===== src/rtl/uart_cmd_parser.sv =====
// ---------------------------------------------------------------------------
// uart_cmd_parser
//   Byte-level command decoder placed directly after the UART receiver.
//   Frames:  'W'(0x57) ADDR DATA  -> one register-bus write
//            'R'(0x52) ADDR       -> one register-bus read, read byte is
//                                    returned to the UART transmitter
//   Optional feature macro: UART_CMD_CHKSUM_EN
//     When defined, every frame carries a trailing checksum byte equal to the
//     XOR of all preceding frame bytes. A mismatch raises err and drops the
//     frame. When undefined, frames execute straight after ADDR / DATA.
//
// Ports
//   clk        in   1       system clock
//   rstb       in   1       asynchronous active-low reset
//   clk_en     in   1       16x oversample strobe, advances the inter-byte timeout
//   rx_valid   in   1       1-cycle pulse, rx_data holds a new byte
//   rx_data    in   8       received byte
//   reg_wr     out  1       1-cycle write strobe
//   reg_rd     out  1       1-cycle read strobe
//   reg_addr   out  ADDR_W  register address, stable from strobe until next strobe
//   reg_wdata  out  8       write data, valid with reg_wr
//   reg_rdata  in   8       read data, valid exactly 1 cycle after reg_rd
//   tx_start   out  1       1-cycle pulse, transmitter loads tx_data
//   tx_data    out  8       reply byte, held until the next reply
//   tx_busy    in   1       transmitter busy, tx_start is held off while 1
//   err        out  1       1-cycle pulse per framing / protocol error
// ---------------------------------------------------------------------------
module uart_cmd_parser #(
    parameter int ADDR_W   = 8,
    parameter int TO_TICKS = 2048,
    parameter int TO_W     = 12
) (
    input  logic              clk,
    input  logic              rstb,
    input  logic              clk_en,
    input  logic              rx_valid,
    input  logic [7:0]        rx_data,
    output logic              reg_wr,
    output logic              reg_rd,
    output logic [ADDR_W-1:0] reg_addr,
    output logic [7:0]        reg_wdata,
    input  logic [7:0]        reg_rdata,
    output logic              tx_start,
    output logic [7:0]        tx_data,
    input  logic              tx_busy,
    output logic              err
);

    localparam logic [7:0]      CMD_W   = 8'h57;
    localparam logic [7:0]      CMD_R   = 8'h52;
    localparam logic [TO_W-1:0] TO_LAST = TO_W'(TO_TICKS - 1);

    typedef enum logic [2:0] {
        S_IDLE,
        S_ADDR,
        S_DATA,
`ifdef UART_CMD_CHKSUM_EN
        S_CHK,
`endif
        S_WR,
        S_RD,
        S_RDCAP,
        S_RESP
    } state_t;

    state_t            state_q, state_d;
    logic              cmd_rd_q, cmd_rd_d;   // 1 = read frame, 0 = write frame
    logic [ADDR_W-1:0] acap_q, acap_d;       // address of the frame being received
    logic [ADDR_W-1:0] raddr_q, raddr_d;     // address presented on the bus
    logic [7:0]        wdata_q, wdata_d;
    logic [7:0]        txd_q, txd_d;
    logic [TO_W-1:0]   to_q, to_d;
    logic              err_q, err_d;
    logic              counting;
`ifdef UART_CMD_CHKSUM_EN
    logic [7:0]        chk_q, chk_d;         // running XOR of the frame bytes
`endif

    assign reg_addr  = raddr_q;
    assign reg_wdata = wdata_q;
    assign tx_data   = txd_q;
    assign err       = err_q;

    always_ff @(posedge clk or negedge rstb) begin
        if (!rstb) begin
            state_q  <= S_IDLE;
            cmd_rd_q <= 1'b0;
            acap_q   <= '0;
            raddr_q  <= '0;
            wdata_q  <= '0;
            txd_q    <= '0;
            to_q     <= '0;
            err_q    <= 1'b0;
`ifdef UART_CMD_CHKSUM_EN
            chk_q    <= '0;
`endif
        end else begin
            state_q  <= state_d;
            cmd_rd_q <= cmd_rd_d;
            acap_q   <= acap_d;
            raddr_q  <= raddr_d;
            wdata_q  <= wdata_d;
            txd_q    <= txd_d;
            to_q     <= to_d;
            err_q    <= err_d;
`ifdef UART_CMD_CHKSUM_EN
            chk_q    <= chk_d;
`endif
        end
    end

    always_comb begin
        state_d  = state_q;
        cmd_rd_d = cmd_rd_q;
        acap_d   = acap_q;
        raddr_d  = raddr_q;
        wdata_d  = wdata_q;
        txd_d    = txd_q;
        to_d     = '0;          // cleared on every accepted byte and outside a frame
        err_d    = 1'b0;
        reg_wr   = 1'b0;
        reg_rd   = 1'b0;
        tx_start = 1'b0;
`ifdef UART_CMD_CHKSUM_EN
        chk_d    = chk_q;
`endif

        counting = (state_q == S_ADDR) || (state_q == S_DATA);
`ifdef UART_CMD_CHKSUM_EN
        counting = counting || (state_q == S_CHK);
`endif

        case (state_q)
            S_IDLE: begin
                if (rx_valid) begin
                    if (rx_data == CMD_W || rx_data == CMD_R) begin
                        cmd_rd_d = (rx_data == CMD_R);
                        state_d  = S_ADDR;
`ifdef UART_CMD_CHKSUM_EN
                        chk_d    = rx_data;
`endif
                    end else begin
                        err_d = 1'b1;
                    end
                end
            end

            S_ADDR: begin
                if (rx_valid) begin
                    acap_d = rx_data[ADDR_W-1:0];
`ifdef UART_CMD_CHKSUM_EN
                    chk_d   = chk_q ^ rx_data;
                    state_d = cmd_rd_q ? S_CHK : S_DATA;
`else
                    if (cmd_rd_q) begin
                        raddr_d = rx_data[ADDR_W-1:0];
                        state_d = S_RD;
                    end else begin
                        state_d = S_DATA;
                    end
`endif
                end
            end

            S_DATA: begin
                if (rx_valid) begin
                    wdata_d = rx_data;
`ifdef UART_CMD_CHKSUM_EN
                    chk_d   = chk_q ^ rx_data;
                    state_d = S_CHK;
`else
                    raddr_d = acap_q;
                    state_d = S_WR;
`endif
                end
            end

`ifdef UART_CMD_CHKSUM_EN
            S_CHK: begin
                if (rx_valid) begin
                    if (rx_data == chk_q) begin
                        raddr_d = acap_q;
                        state_d = cmd_rd_q ? S_RD : S_WR;
                    end else begin
                        err_d   = 1'b1;
                        state_d = S_IDLE;
                    end
                end
            end
`endif

            // Bytes arriving while a frame executes are dropped and flagged.
            S_WR: begin
                reg_wr  = 1'b1;
                err_d   = rx_valid;
                state_d = S_IDLE;
            end

            S_RD: begin
                reg_rd  = 1'b1;
                err_d   = rx_valid;
                state_d = S_RDCAP;
            end

            S_RDCAP: begin
                txd_d   = reg_rdata;
                err_d   = rx_valid;
                state_d = S_RESP;
            end

            S_RESP: begin
                err_d = rx_valid;
                if (!tx_busy) begin
                    tx_start = 1'b1;
                    state_d  = S_IDLE;
                end
            end

            default: state_d = S_IDLE;
        endcase

        // Inter-byte timeout; an accepted byte in the same cycle wins.
        if (counting && !rx_valid) begin
            to_d = to_q;
            if (clk_en) begin
                if (to_q == TO_LAST) begin
                    to_d    = '0;
                    err_d   = 1'b1;
                    state_d = S_IDLE;
                end else begin
                    to_d = to_q + 1'b1;
                end
            end
        end
    end

endmodule


===== config.mk =====
export PLATFORM = sky130hd
export DESIGN_NAME = uart_cmd_parser
export DESIGN_NICKNAME = d
export VERILOG_FILES = /design/src/rtl/uart_cmd_parser.sv
export SDC_FILE = /design/constraint.sdc
export NUM_CORES = 1
export LEC_CHECK = 0
export ABC_AREA = 1
export ABC_CLOCK_PERIOD_IN_PS = 1210
export BUFFER_PORTS_ARGS = -buffer_cell sky130_fd_sc_hd__buf_2
export CORE_ASPECT_RATIO = 0.6
export CORE_UTILIZATION = 33
export DETAILED_ROUTE_END_ITERATION = 8
export GPL_TIMING_DRIVEN = 0
export PLACE_DENSITY = 0.65
export SYNTH_ARGS = -nofsm -noshare
export SYNTH_HDL_FRONTEND = slang
export SYNTH_SLANG_ARGS = --single-unit

===== constraint.sdc =====
create_clock -name clk -period 1.21 [get_ports clk]
set_input_delay 0.121 -clock clk [delete_from_list [all_inputs] [get_ports clk]]
set_output_delay 0.121 -clock clk [all_outputs]
set_load 0.02 [all_outputs]

# Yosys cells after proc, flatten, opt, wreduce, memory -nomap -nowiden
# Cells that the tools add are included.
word_totals:
  regBits: 49
  inputBits: 21
  out_inout_bits: 28
  wordCells: 60
classes:
  addsub: 1
  eq_ne: 13
  n_mux: 27
  n_reduce_logical: 11
ops:
  columns: ["operator", "count"]
  rows:
  - ["12-bit 2-to-1 mux", 3]
  - ["3-bit 2-to-1 mux", 9]
  - ["8-bit 2-to-1 mux", 3]
  - ["3-bit one-hot mux with 6 select lines", 1]
  - ["8-bit by 7-bit == test with 1-bit output, second input constant", 2]
  - ["8-bit one-hot mux with 2 select lines", 1]
  - ["12-bit by 1-bit adder with 12-bit output, second input constant", 1]
  - ["12-bit by 11-bit == test with 1-bit output, second input constant", 1]
  - ["3-bit == test, second input constant", 3]
  - ["1-bit 2-to-1 mux", 9]
  - ["2-bit != test, second input constant", 4]
  - ["3-bit by 2-bit == test with 1-bit output, second input constant", 2]
  - ["2-bit AND reduction", 2]
  - ["4-bit AND reduction", 1]
  - ["4-bit OR reduction", 1]
  - ["3-bit by 1-bit == test with 1-bit output, second input constant", 1]
  - ["3-bit logical NOT", 1]
  - ["3-bit AND reduction", 1]
  - ["1-bit logical OR", 2]
  - ["1-bit one-hot mux with 2 select lines", 1]
  - ["2-bit nonzero test", 1]
  - ["1-bit logical AND", 1]
  - ["1-bit logical NOT", 1]

# Depth between registers and ports, before layout
# Gate-level depths: netlist of run 1.
depth:
  word_depth: 8
  ltp_mapped: 10

# Least setup slack after synthesis of run 1
# OpenSTA, ideal clock, no wires.
synth_path:
  path_type: "register to output"
  startpoint: "register state_q[2]"
  endpoint: "output tx_start"
  arrival_ns: 1.216
  slack_ns: -0.127
  path_stages_with_launch: 3
  path_cell_list: "dfrtp_1 inv_4 nor4_1"
synth_between:
  elab_chain_len: 2
synth_rtl:
  columns: ["item", "line", "source"]
  rows:
  - ["start, declared", "66", "state_t state_q, state_d;"]
  - ["start signal, assigned", "98", "state_q <= state_d;"]
  - ["3-bit == test", "133", "case (state_q)"]
  - ["1-bit 2-to-1 mux", "133", null]
  - ["end, declared", "43", "output logic tx_start,"]
# Every way passes these cells.

# Worst setup path after layout of run 1
layout_path:
  startpoint: "register state_q[1]"
  endpoint: "register state_q[1]"
layout_between:
  elab_chain_len: 6
  word_cells_on_any_way: 17
  classes_between: "eq/ne (5); mux (9); reduce/logical (3)"
layout_rtl:
  columns: ["item", "line", "source"]
  rows:
  - ["3-bit 2-to-1 mux", "136", "if (rx_data == CMD_W || rx_data == CMD_R) begin"]
  - ["3-bit 2-to-1 mux", "135", "if (rx_valid) begin"]
  - ["3-bit one-hot mux with 6 select lines", "133", null]
  - ["3-bit 2-to-1 mux", "226", "if (to_q == TO_LAST) begin"]
  - ["3-bit 2-to-1 mux", "225", "if (clk_en) begin"]
  - ["3-bit 2-to-1 mux *", "223", "if (counting && !rx_valid) begin"]
  - ["named net state_d[1]", "66", null]
# The timed path passes the listed nets; every way through them passes the cells marked *.
# A chain may end at the register's enable or synchronous reset.

==> reports/results.tsv, run 1 <==
stage	metric	value	unit
power_and_ir_drop	Clock power frac	17.7	%
min_path	classification of the worst-slack hold path	in -> async	
logic_synthesis	register area share after synthesis	50.2	%
placement	PortBufs	48	
sta	Final Worst Setup Slack	-0.181	ns
sta	setup tns final	-6.36	ns
clock_network	H-tree levels	2	
sta	final-report setup violation count	52	
clock_network	total number of clock tree sinks	49	
critical_path	critical register-to-register path startpoint	state_q[1]$_DFF_PN0_	
logic_synthesis	cell type with the highest aggregate area in the netlist	dfrtp_1	
layout	fraction of final layout cells with drive strength greater than 1	49.5	%
routing	sum of met2 wire segment lengths after detailed routing	3.15	mm
power_and_ir_drop	highest ir drop seen on vdd	0.000919	V
logic_synthesis	Synthesized Nets	307	
clock_network	clock buffer count from CTS	5	
routing	top routing layer used	met4	
clock_network	Clk pin slew, worst setup/hold paths	0.07	ns
floorplanning	Die Ht	68.6	um
critical_path	register-to-register setup slack	-0.18	ns
routing	number of DRC markers after the initial detailed-route iteration	105	
power_and_ir_drop	Pleak	1.82	nW
placement	dpl cell area	2820	um^2
global_routing	global-route wire length before repair	10.3	mm
clock_network	root buffer selected by CTS	clkbuf_16	
critical_path	crit-path max FO	7	
power_and_ir_drop	sw frac	40.5	%
sta	hold violation total from the final report	0	
global_routing	vias in the first global route	2030	
floorplanning	starting density of the core	35.4	%
job	max capacitance violation total	0	
power_and_ir_drop	power density of the placed cells	2130	nW/um^2
power_and_ir_drop	internal power summed over all cells	4.68	mW
routing	Routed Wire Length	7.10	mm
floorplanning	core region area	6910	um^2
logic_synthesis	Warnings, synthesis	0	
layout	commonest cells after routing, fill and taps aside	nand2_1 (64), dfrtp_1 (48), buf_2 (45), inv_1 (25), nand2_2 (22)	
layout	final cell count without fillers	457	
layout	count of filler cells inserted in the layout	617	
routing	routed wirelength normalized by instance count	15.5	um
global_routing	overflow left after global routing	0	
floorplanning	area enclosed by the die boundary	7760	um^2
layout	Inserted Diodes	0	
layout	commonest non-fill, non-tap cell in the layout	nand2_1	
layout	net total in the final layout	391	
global_routing	GRT Total Usage	18.1	%
layout	Final Util	53.5	%
critical_path	R2R cell count	8	
sta	total count of max-transition violations in the final report	0	
floorplanning	number of primary I/O pins	49	
placement	detailed placer's ending HPWL	4.23	mm
critical_path	critical path capture point	state_q[1]$_DFF_PN0_	
logic_synthesis	cell count after synthesis	285	
critical_path	Critical R2R Capture	state_q[1]$_DFF_PN0_	
sta	post-route minimum period	1.39	ns
clock_network	Max clock buf depth	2	
critical_path	worst setup path startpoint	state_q[1]$_DFF_PN0_	
layout	footprint of the flip-flops and latches	1230	um^2
placement	number of placed instances with taps included	420	
critical_path	critical path capture point type	flip-flop	
routing	number of detailed-routing iterations run before antenna repair	4	
routing	Detail Route met3 WL	422	um
routing	vias per std cell	4.94	
logic_synthesis	Yosys cell types	27	
layout	design area	3690	um^2
outcome	status	complete, but fails checks	
routing	residual DRC count	0	
global_routing	antenna violations before repair	0	
power_and_ir_drop	share of total power in sequential cells	32.3	%
routing	routed metal-1 wirelength	3.43	mm
global_routing	pin count of the biggest net entering global routing	50	
clock_network	count of hold-fix buffers inserted at cts	0	
layout	post-synthesis to final-layout area growth	51.2	%
floorplanning	DIE WIDTH	113	um
sta	Relative slew margins	24.2	%
logic_synthesis	number of synthesized register bits	49	
clock_network	clock tree from TritonCTS	built	
power_and_ir_drop	Switch Pwr	3.18	mW
routing	via count	2257	
sta	upper clock frequency limit	719	MHz
sta	Worst Tran Pin Value	1.14	ns
critical_path	path type of the worst setup path	reg -> reg	
sta	period utilization	115	%
layout	multi-input combinational cell area	1430	um^2
power_and_ir_drop	combinational fraction of design power	50.1	%
critical_path	Arrival @ worst endpoint	1.57	ns
critical_path	crit start category	flip-flop	
logic_synthesis	area fraction of the dominant cell type after synthesis	50.2	%
sta	hold slack	0.0561	ns
logic_synthesis	cell types occupying the most area after synthesis	dfrtp_1 (50%), nand2_1 (14%), o21ai_0 (5.3%)	
clock_network	Worst-Skew Late Latency	0.29	ns
critical_path	data required time at the worst endpoint	1.39	ns
outcome	violations in the final reports	negative setup slack	
placement	Final GP Congestion	0.806	
sta	unrepaired setup endpoints after global routing	yes	
sta	clock tree skew after final layout	0.00500	ns
logic_synthesis	average instance area after synthesis	8.57	um^2
floorplanning	number of placement rows	23	
routing	remaining number of nets flagged by the antenna check after routing	0	
logic_synthesis	post-synthesis cell area	2440	um^2
through the flow:
stage          setup WS (ns)  total power, mW
2_1_floorplan        -0.0155             4.29
4_1_cts               -0.164             7.19
5_1_grt               -0.238             8.31
3_3_place_gp          -0.218             5.07
6_report              -0.181             7.86
3_5_place_dp          -0.229             5.14
critical path, cell delays in order, from the launching register on:
cell and delay, ns:
dfrtp_1 0.38, buf_6 0.15, inv_8 0.07, nand3_4 0.12
nand2_4 0.13, nand3_4 0.08, buf_4 0.15, o21ai_2 0.12
nor2_1 0.07
final cells by class:
type	count	area share [%]
Multi-Input combinational cell	200	38.6
Sequential cell	49	33.2
Timing Repair Buffer	75	15.5
Inverter	32	3.93
Clock buffer	7	3.59
Tap cell	87	2.95
Buffer	6	2.03
Clock inverter	1	0.203
sequential cells by signal (all words and copies together) (netlist names):
signal     cells
to_q          12
acap_q         8
reg_addr       8
reg_wdata      8
tx_data        8
state_q        3
cmd_rd_q       1
err            1
how the worst min path moves through the flow:
| stage | depth (start not counted) | to | from | slack, ns |
|---|---|---|---|---|
| after detailed placement | 2 | tx_data[0]$_DFFE_PN0N_ | reg_rdata[0] | 0.36 |
| after global routing | 2 | tx_data[5]$_DFFE_PN0N_ | reg_rdata[5] | 0.05 |
| after floorplan | 0 | acap_q[0]$_DFFE_PN0P_ | rstb | -0.17 |
| after global placement | 2 | tx_data[0]$_DFFE_PN0N_ | reg_rdata[0] | 0.35 |
| final | 1 | reg_addr[2]$_DFFE_PN0P_ | rstb | 0.06 |
| after CTS | 2 | tx_data[5]$_DFFE_PN0N_ | reg_rdata[5] | 0.05 |
per-layer routing:
layer	vias to the layer above	track usage, %
li1	1094	-
met1	1099	24.4
met2	55	27.5
met3	9	4.90
met4	0	8.22
met5	-	0
timing repair:
item | CTS | global route
endpoints found under the hold margin | 0 | 0
setup buffers | 13 | 12
gates resized for setup | 64 | 71
cloned | 3 | 2
endpoints found under the setup margin | 52 | 52
pin swaps | 16 | 18
power groups by stage:
stage | sequential, mW | clock, mW | combinational (mW)
after floorplan | 2.98 | 0 | 1.31
after global placement | 2.49 | 0 | 2.57
after detailed placement | 2.52 | 0 | 2.62
after CTS | 2.50 | 1.43 | 3.25
after global routing | 2.61 | 1.49 | 4.21
final | 2.53 | 1.39 | 3.93
kinds of logic (layout without fill, tap and decap cells):
group | Yosys count | count (layout) | share of synthesized area [%]
buf+inv | 38 | 121 | 7.07
xor+xnor | 3 | 3 | 1.08
flops | 49 | 49 | 50.2
simple gates | 151 | 153 | 29.4
fa+ha+maj | 1 | 1 | 0.512
mux | 11 | 11 | 5.07
compound gates | 32 | 32 | 6.66
synth_stat cells (all sizes together):
master and count:
inv 32, xnor2 2, nand4 5, ha 1
dfrtp 49, nor3 2, buf 6, mux2 11
nand3 27, nor2 20, a21oi 5, o21ai 26
o21bai 1, nand2 96, xor2 1, nor4 1
Note: power is estimated with default switching activity, not from simulation.
==> run 2: changes to the inputs <==
- PLACE_DENSITY: 0.65 -> not set
==> run 2 against run 1 <==
Routed wire length shrank 12%; via count shrank 5.8%; global-route usage shrank 1.3 points; cell count shrank 1.8%; setup slack gained 0.041 ns; first-iteration DRC count grew 19%; clock power is essentially flat; flip-flop and latch count is the same; clock skew is essentially flat; critical path type unchanged; design area shrank 7.0%; the run still ends with negative setup slack left; register-to-register slack gained 0.04 ns; core utilization shrank 3.8 points.
==> reports/results.tsv, run 2 (same netlist as run 1, synthesis figures left out) <==
stage	metric	value	unit
outcome	status	complete, but fails checks	
outcome	violations in the final reports	negative setup slack	
power_and_ir_drop	power density of the placed cells	2160	nW/um^2
critical_path	Arrival @ worst endpoint	1.58	ns
layout	commonest non-fill, non-tap cell in the layout	nand2_1	
critical_path	critical path depth	7	
critical_path	Worst Path Buf+Inv	3	
sta	hold violation total from the final report	0	
global_routing	pin count of the biggest net entering global routing	50	
routing	residual DRC count	0	
sta	total count of max-transition violations in the final report	0	
layout	Inserted Diodes	0	
layout	Final Util	49.7	%
critical_path	cell mode on critical path	nand2_2	
floorplanning	core region area	6910	um^2
floorplanning	DIE WIDTH	113	um
sta	period utilization	112	%
sta	post-route minimum period	1.35	ns
power_and_ir_drop	Pleak	1.72	nW
layout	post-synthesis to final-layout area growth	40.5	%
power_and_ir_drop	total design power	7.42	mW
global_routing	vias in the first global route	1925	
floorplanning	number of placement rows	23	
critical_path	CP Cell Sequence	clkinv_4, buf_12, nand4_4, buf_6, nand2_8, nand2_2, nand2_2	
routing	remaining number of nets flagged by the antenna check after routing	0	
layout	commonest cells after routing, fill and taps aside	nand2_1 (69), dfrtp_1 (48), buf_2 (46), inv_1 (25), nand2_2 (22)	
layout	net total in the final layout	383	
routing	number of detailed-routing iterations run before antenna repair	4	
sta	Final Worst Setup Slack	-0.140	ns
sta	clock tree skew after final layout	0.00533	ns
sta	final-report setup violation count	42	
job	max capacitance violation total	0	
critical_path	data required time at the worst endpoint	1.44	ns
routing	via count	2127	
power_and_ir_drop	highest ir drop seen on vdd	0.00101	V
floorplanning	Die Ht	68.6	um
sta	Relative slew margins	25.5	%
floorplanning	area enclosed by the die boundary	7760	um^2
sta	upper clock frequency limit	741	MHz
placement	PortBufs	48	
critical_path	R2R cell count	7	
routing	number of DRC markers after the initial detailed-route iteration	125	
clock_network	count of hold-fix buffers inserted at cts	0	
floorplanning	number of primary I/O pins	49	
critical_path	crit start category	flip-flop	
global_routing	global-route wire length before repair	9.89	mm
clock_network	total number of clock tree sinks	49	
clock_network	Clk pin slew, worst setup/hold paths	0.07	ns
clock_network	clock buffer count from CTS	5	
sta	Worst Tran Pin Value	1.12	ns
layout	fraction of final layout cells with drive strength greater than 1	43.4	%
critical_path	Top delay family on crit path	flip-flops	
critical_path	Critical-path top delay cell	dfrtp_2	
layout	Biggest register	to_q	
placement	Final GP Congestion	0.807	
layout	number of flip-flops in the largest register	12	
routing	routed wirelength normalized by instance count	13.9	um
clock_network	clock tree from TritonCTS	built	
clock_network	Worst-Skew Late Latency	0.28	ns
critical_path	critical path capture point type	flip-flop	
clock_network	Max clock buf depth	2	
sta	unrepaired setup endpoints after global routing	yes	
global_routing	GRT Total Usage	16.8	%
placement	pre-CTS setup slack	-0.228	ns
global_routing	antenna violations before repair	0	
sta	setup tns final	-4.13	ns
floorplanning	starting density of the core	35.4	%
clock_network	root buffer selected by CTS	clkbuf_16	
global_routing	overflow left after global routing	0	
critical_path	biggest cell delay along the critical path	0.45	ns
routing	vias per std cell	4.74	
placement	detailed placer's ending HPWL	4.11	mm
critical_path	path type of the worst setup path	reg -> reg	
layout	design area	3430	um^2
placement	dpl cell area	2820	um^2
clock_network	H-tree levels	2	
routing	Routed Wire Length	6.25	mm
critical_path	crit-path max FO	8	
min_path	classification of the worst-slack hold path	in -> async	
-- run 2: cell type report --
type	instances	area [um^2]
Tap cell	87	109
Multi-Input combinational cell	199	1310
Timing Repair Buffer	68	438
Sequential cell	49	1230
Inverter	32	140
Clock buffer	7	133
Fill cell	678	3470
Buffer	6	67.6
Clock inverter	1	7.51
-- run 2: worst register-to-register path, cell delays in order (launching register included) --
cell      delay [ns]
dfrtp_2         0.45
clkinv_4        0.10
buf_12          0.11
nand4_4         0.18
buf_6           0.22
nand2_8         0.11
nand2_2         0.06
nand2_2         0.06
-- run 2: final timing paths --
check                                         start                       end  slack (ns)
max                            state_q[2]$_DFF_PN0_   reg_addr[6]$_DFFE_PN0P_       -0.14
min                                            rstb  reg_wdata[6]$_DFFE_PN0P_        0.05
max reg2reg                    state_q[2]$_DFF_PN0_   reg_addr[6]$_DFFE_PN0P_       -0.14
min reg2reg                reg_wdata[7]$_DFFE_PN0P_  reg_wdata[7]$_DFFE_PN0P_        0.48
max in group asynchronous                      rstb      state_q[2]$_DFF_PN0_        0.40
min in group clk                       reg_rdata[2]    tx_data[2]$_DFFE_PN0N_        0.06
-- run 2: timing repair --
item | CTS | global route
resized for setup | 67 | 43
pin swaps | 28 | 18
setup buffers | 11 | 5
cloned | 4 | 1
setup endpoints to repair | 52 | 52
-- run 2: power by group --
part / internal [mW] / leakage, nW / switching, mW
registers: 2.22 / 0.622 / 0.281
logic: 1.49 / 1.04 / 2.07
clock network: 0.769 / 0.0641 / 0.598
-- run 2: through the flow --
step	instances	hold WS, ns
final	449	0.0541
after global routing	449	0.0592
after CTS	443	0.0613
after detailed placement	420	0.359
after global placement	420	0.354
after floorplan	285	-0.175
-- run 2: routing by layer --
metal	share of wire, %	vias up	GRT usage, %
met1	56	983	26.8
met2	39	69	23.1
met5	0	-	0
li1	-	1073	-
met3	5.2	2	2.97
met4	0.37	0	3.45
==> run 3: changes to the inputs <==
- PLACE_DENSITY_LB_ADDON: not set -> 0.15
==> run 3 against run 2 <==
The flow still finishes with violations (negative setup slack); flip-flop and latch count stayed put; setup slack worse by 0.023 ns; non-clock buffer count is 9 higher; power is 4.4% higher; register-to-register slack worse by 0.02 ns; design area is 2.6% higher; via count is 2.6% higher; die area stayed put; first-iteration DRC count is 3.2% lower; critical path depth is 3 lower; critical endpoint is now tx_start.
==> reports/results.tsv, run 3 (same netlist as run 1, synthesis figures left out) <==
stage	metric	value	unit
outcome	status	complete, but fails checks	
outcome	violations in the final reports	negative setup slack	
routing	Routed Wire Length	6.75	mm
clock_network	Max clock buf depth	2	
power_and_ir_drop	share of total power in sequential cells	32.4	%
power_and_ir_drop	Switch Pwr	2.95	mW
sta	period utilization	113	%
placement	detailed placer's ending HPWL	4.13	mm
power_and_ir_drop	sw frac	38.1	%
routing	vias per std cell	4.75	
clock_network	Clk pin slew, worst setup/hold paths	0.07	ns
global_routing	overflow left after global routing	0	
critical_path	critical register-to-register path startpoint	state_q[1]$_DFF_PN0_	
power_and_ir_drop	internal power summed over all cells	4.80	mW
job	max capacitance violation total	0	
critical_path	critical path capture point type	primary output	
routing	residual DRC count	0	
min_path	classification of the worst-slack hold path	in -> async	
global_routing	fraction of met2 tracks used by global routing	24.0	%
layout	post-synthesis to final-layout area growth	44.2	%
layout	Biggest register	to_q	
placement	PortBufs	48	
floorplanning	Die Ht	68.6	um
global_routing	grt peak-use layer	met1	
layout	commonest cells after routing, fill and taps aside	nand2_1 (81), dfrtp_1 (47), buf_2 (46), inv_1 (25), buf_4 (20)	
sta	hold violation total from the final report	0	
clock_network	clock tree from TritonCTS	built	
power_and_ir_drop	power density of the placed cells	2200	nW/um^2
critical_path	worst setup path startpoint	state_q[0]$_DFF_PN0_	
power_and_ir_drop	total design power	7.75	mW
clock_network	Worst-Skew Late Latency	0.29	ns
global_routing	antenna violations before repair	0	
layout	commonest non-fill, non-tap cell in the layout	nand2_1	
routing	via count	2182	
floorplanning	DIE WIDTH	113	um
routing	routed wirelength normalized by instance count	14.7	um
sta	Relative slew margins	27.4	%
layout	net total in the final layout	393	
sta	upper clock frequency limit	728	MHz
layout	Inserted Diodes	0	
sta	unrepaired setup endpoints after global routing	yes	
critical_path	critical path capture point	tx_start	
layout	number of flip-flops in the largest register	12	
critical_path	Arrival @ worst endpoint	1.25	ns
clock_network	total number of clock tree sinks	49	
clock_network	H-tree levels	2	
floorplanning	number of placement rows	23	
routing	number of DRC markers after the initial detailed-route iteration	121	
clock_network	clock buffer count from CTS	5	
layout	final cell count without fillers	459	
placement	number of placed instances with taps included	420	
sta	Final Worst Setup Slack	-0.163	ns
routing	number of detailed-routing iterations run before antenna repair	4	
floorplanning	area enclosed by the die boundary	7760	um^2
global_routing	met1 layer usage reported by global route	26.8	%
sta	post-route minimum period	1.37	ns
global_routing	met3 global-route usage	4.81	%
clock_network	count of hold-fix buffers inserted at cts	0	
clock_network	root buffer selected by CTS	clkbuf_16	
power_and_ir_drop	Pleak	1.77	nW
critical_path	crit start category	flip-flop	
sta	Worst Tran Pin Value	1.09	ns
floorplanning	number of primary I/O pins	49	
global_routing	GRT Total Usage	18.0	%
global_routing	vias in the first global route	1989	
power_and_ir_drop	Clock power frac	21.4	%
sta	total count of max-transition violations in the final report	0	
floorplanning	core region area	6910	um^2
power_and_ir_drop	highest ir drop seen on vdd	0.00112	V
floorplanning	starting density of the core	35.4	%
critical_path	Critical R2R Capture	to_q[1]$_DFFE_PN0P_	
sta	clock tree skew after final layout	0.00665	ns
critical_path	path type of the worst setup path	reg -> out	
critical_path	register-to-register setup slack	-0.16	ns
critical_path	data required time at the worst endpoint	1.09	ns
sta	final-report setup violation count	49	
layout	fraction of final layout cells with drive strength greater than 1	41.1	%
power_and_ir_drop	combinational fraction of design power	46.3	%
critical_path	R2R cell count	8	
placement	Final GP Congestion	0.804	
global_routing	global-route wire length before repair	10.3	mm
critical_path	crit-path max FO	7	
routing	remaining number of nets flagged by the antenna check after routing	0	
global_routing	pin count of the biggest net entering global routing	50	
## run 3: changes by cell type in the layout (fill, tap and decap cells not counted), moves of 4 or more
cell	change
buf_4	+7
o21ai_2	-5
nand2_2	-11
mux2_2	+4
mux2_4	-4
nand2_1	+12
o21ai_0	+12
o21ai_1	-7
## run 3: metal layers
layer,wire length [um],vias to the layer above
met4,133,0
met3,397,10
met1,3530,1011
li1,-,1098
met2,2690,63
met5,0,-
## run 3: worst min path at each step
stage	cells past startpoint	slack, ns	to
2_1_floorplan	0	-0.17	acap_q[0]$_DFFE_PN0P_
3_3_place_gp	2	0.35	tx_data[2]$_DFFE_PN0N_
3_5_place_dp	2	0.36	tx_data[3]$_DFFE_PN0N_
4_1_cts	2	0.05	tx_data[5]$_DFFE_PN0N_
5_1_grt	2	0.05	tx_data[0]$_DFFE_PN0N_
6_report	1	0.02	reg_addr[5]$_DFFE_PN0P_
## run 3: layout make-up
| class | count | area (um^2) |
|---|---|---|
| fillers | 654 | 3380 |
| multi-input cells | 200 | 1270 |
| flip-flops and latches | 49 | 1230 |
| repair buffers | 77 | 527 |
| clock buffers | 7 | 143 |
| inverters | 32 | 143 |
| well taps | 87 | 109 |
| plain buffers | 6 | 71.3 |
| clock inverters | 1 | 30.0 |
## run 3: timing repair
action | 4_1_cts | 5_1_grt
gates cloned | 3 | 3
gates resized for setup | 51 | 31
setup endpoints to repair | 52 | 52
pin swaps | 10 | 24
setup buffers | 17 | 8
## run 3: power groups by stage
| stage | Sequential (mW) | Combinational [mW] | Clock, mW |
|---|---|---|---|
| after detailed placement | 2.51 | 2.59 | 0 |
| after CTS | 2.48 | 3.16 | 1.66 |
| after global placement | 2.49 | 2.58 | 0 |
| after floorplan | 2.98 | 1.31 | 0 |
| final | 2.51 | 3.59 | 1.66 |
| after global routing | 2.57 | 3.90 | 1.74 |
## run 3: through the flow
step | hold WS (ns) | util (%) | worst slack (ns) | setup TNS, ns | instance area [um^2]
6_report | 0.0232 | 51.0 | -0.163 | -5.12 | 3520
5_1_grt | 0.0509 | 51.0 | -0.248 | -8.04 | 3520
4_1_cts | 0.0542 | 47.8 | -0.161 | -3.99 | 3300
3_5_place_dp | 0.356 | 40.9 | -0.236 | -6.72 | 2820
3_3_place_gp | 0.353 | 40.9 | -0.243 | -6.46 | 2820
2_1_floorplan | -0.175 | - | -0.0155 | -0.154 | 2470
## run 3: worst max-delay path, cell delays in order (launching register included)
cell and delay (ns):
dfrtp_1 0.37, buf_6 0.14, buf_4 0.14, nor4_4 0.12
buf_4 0.18
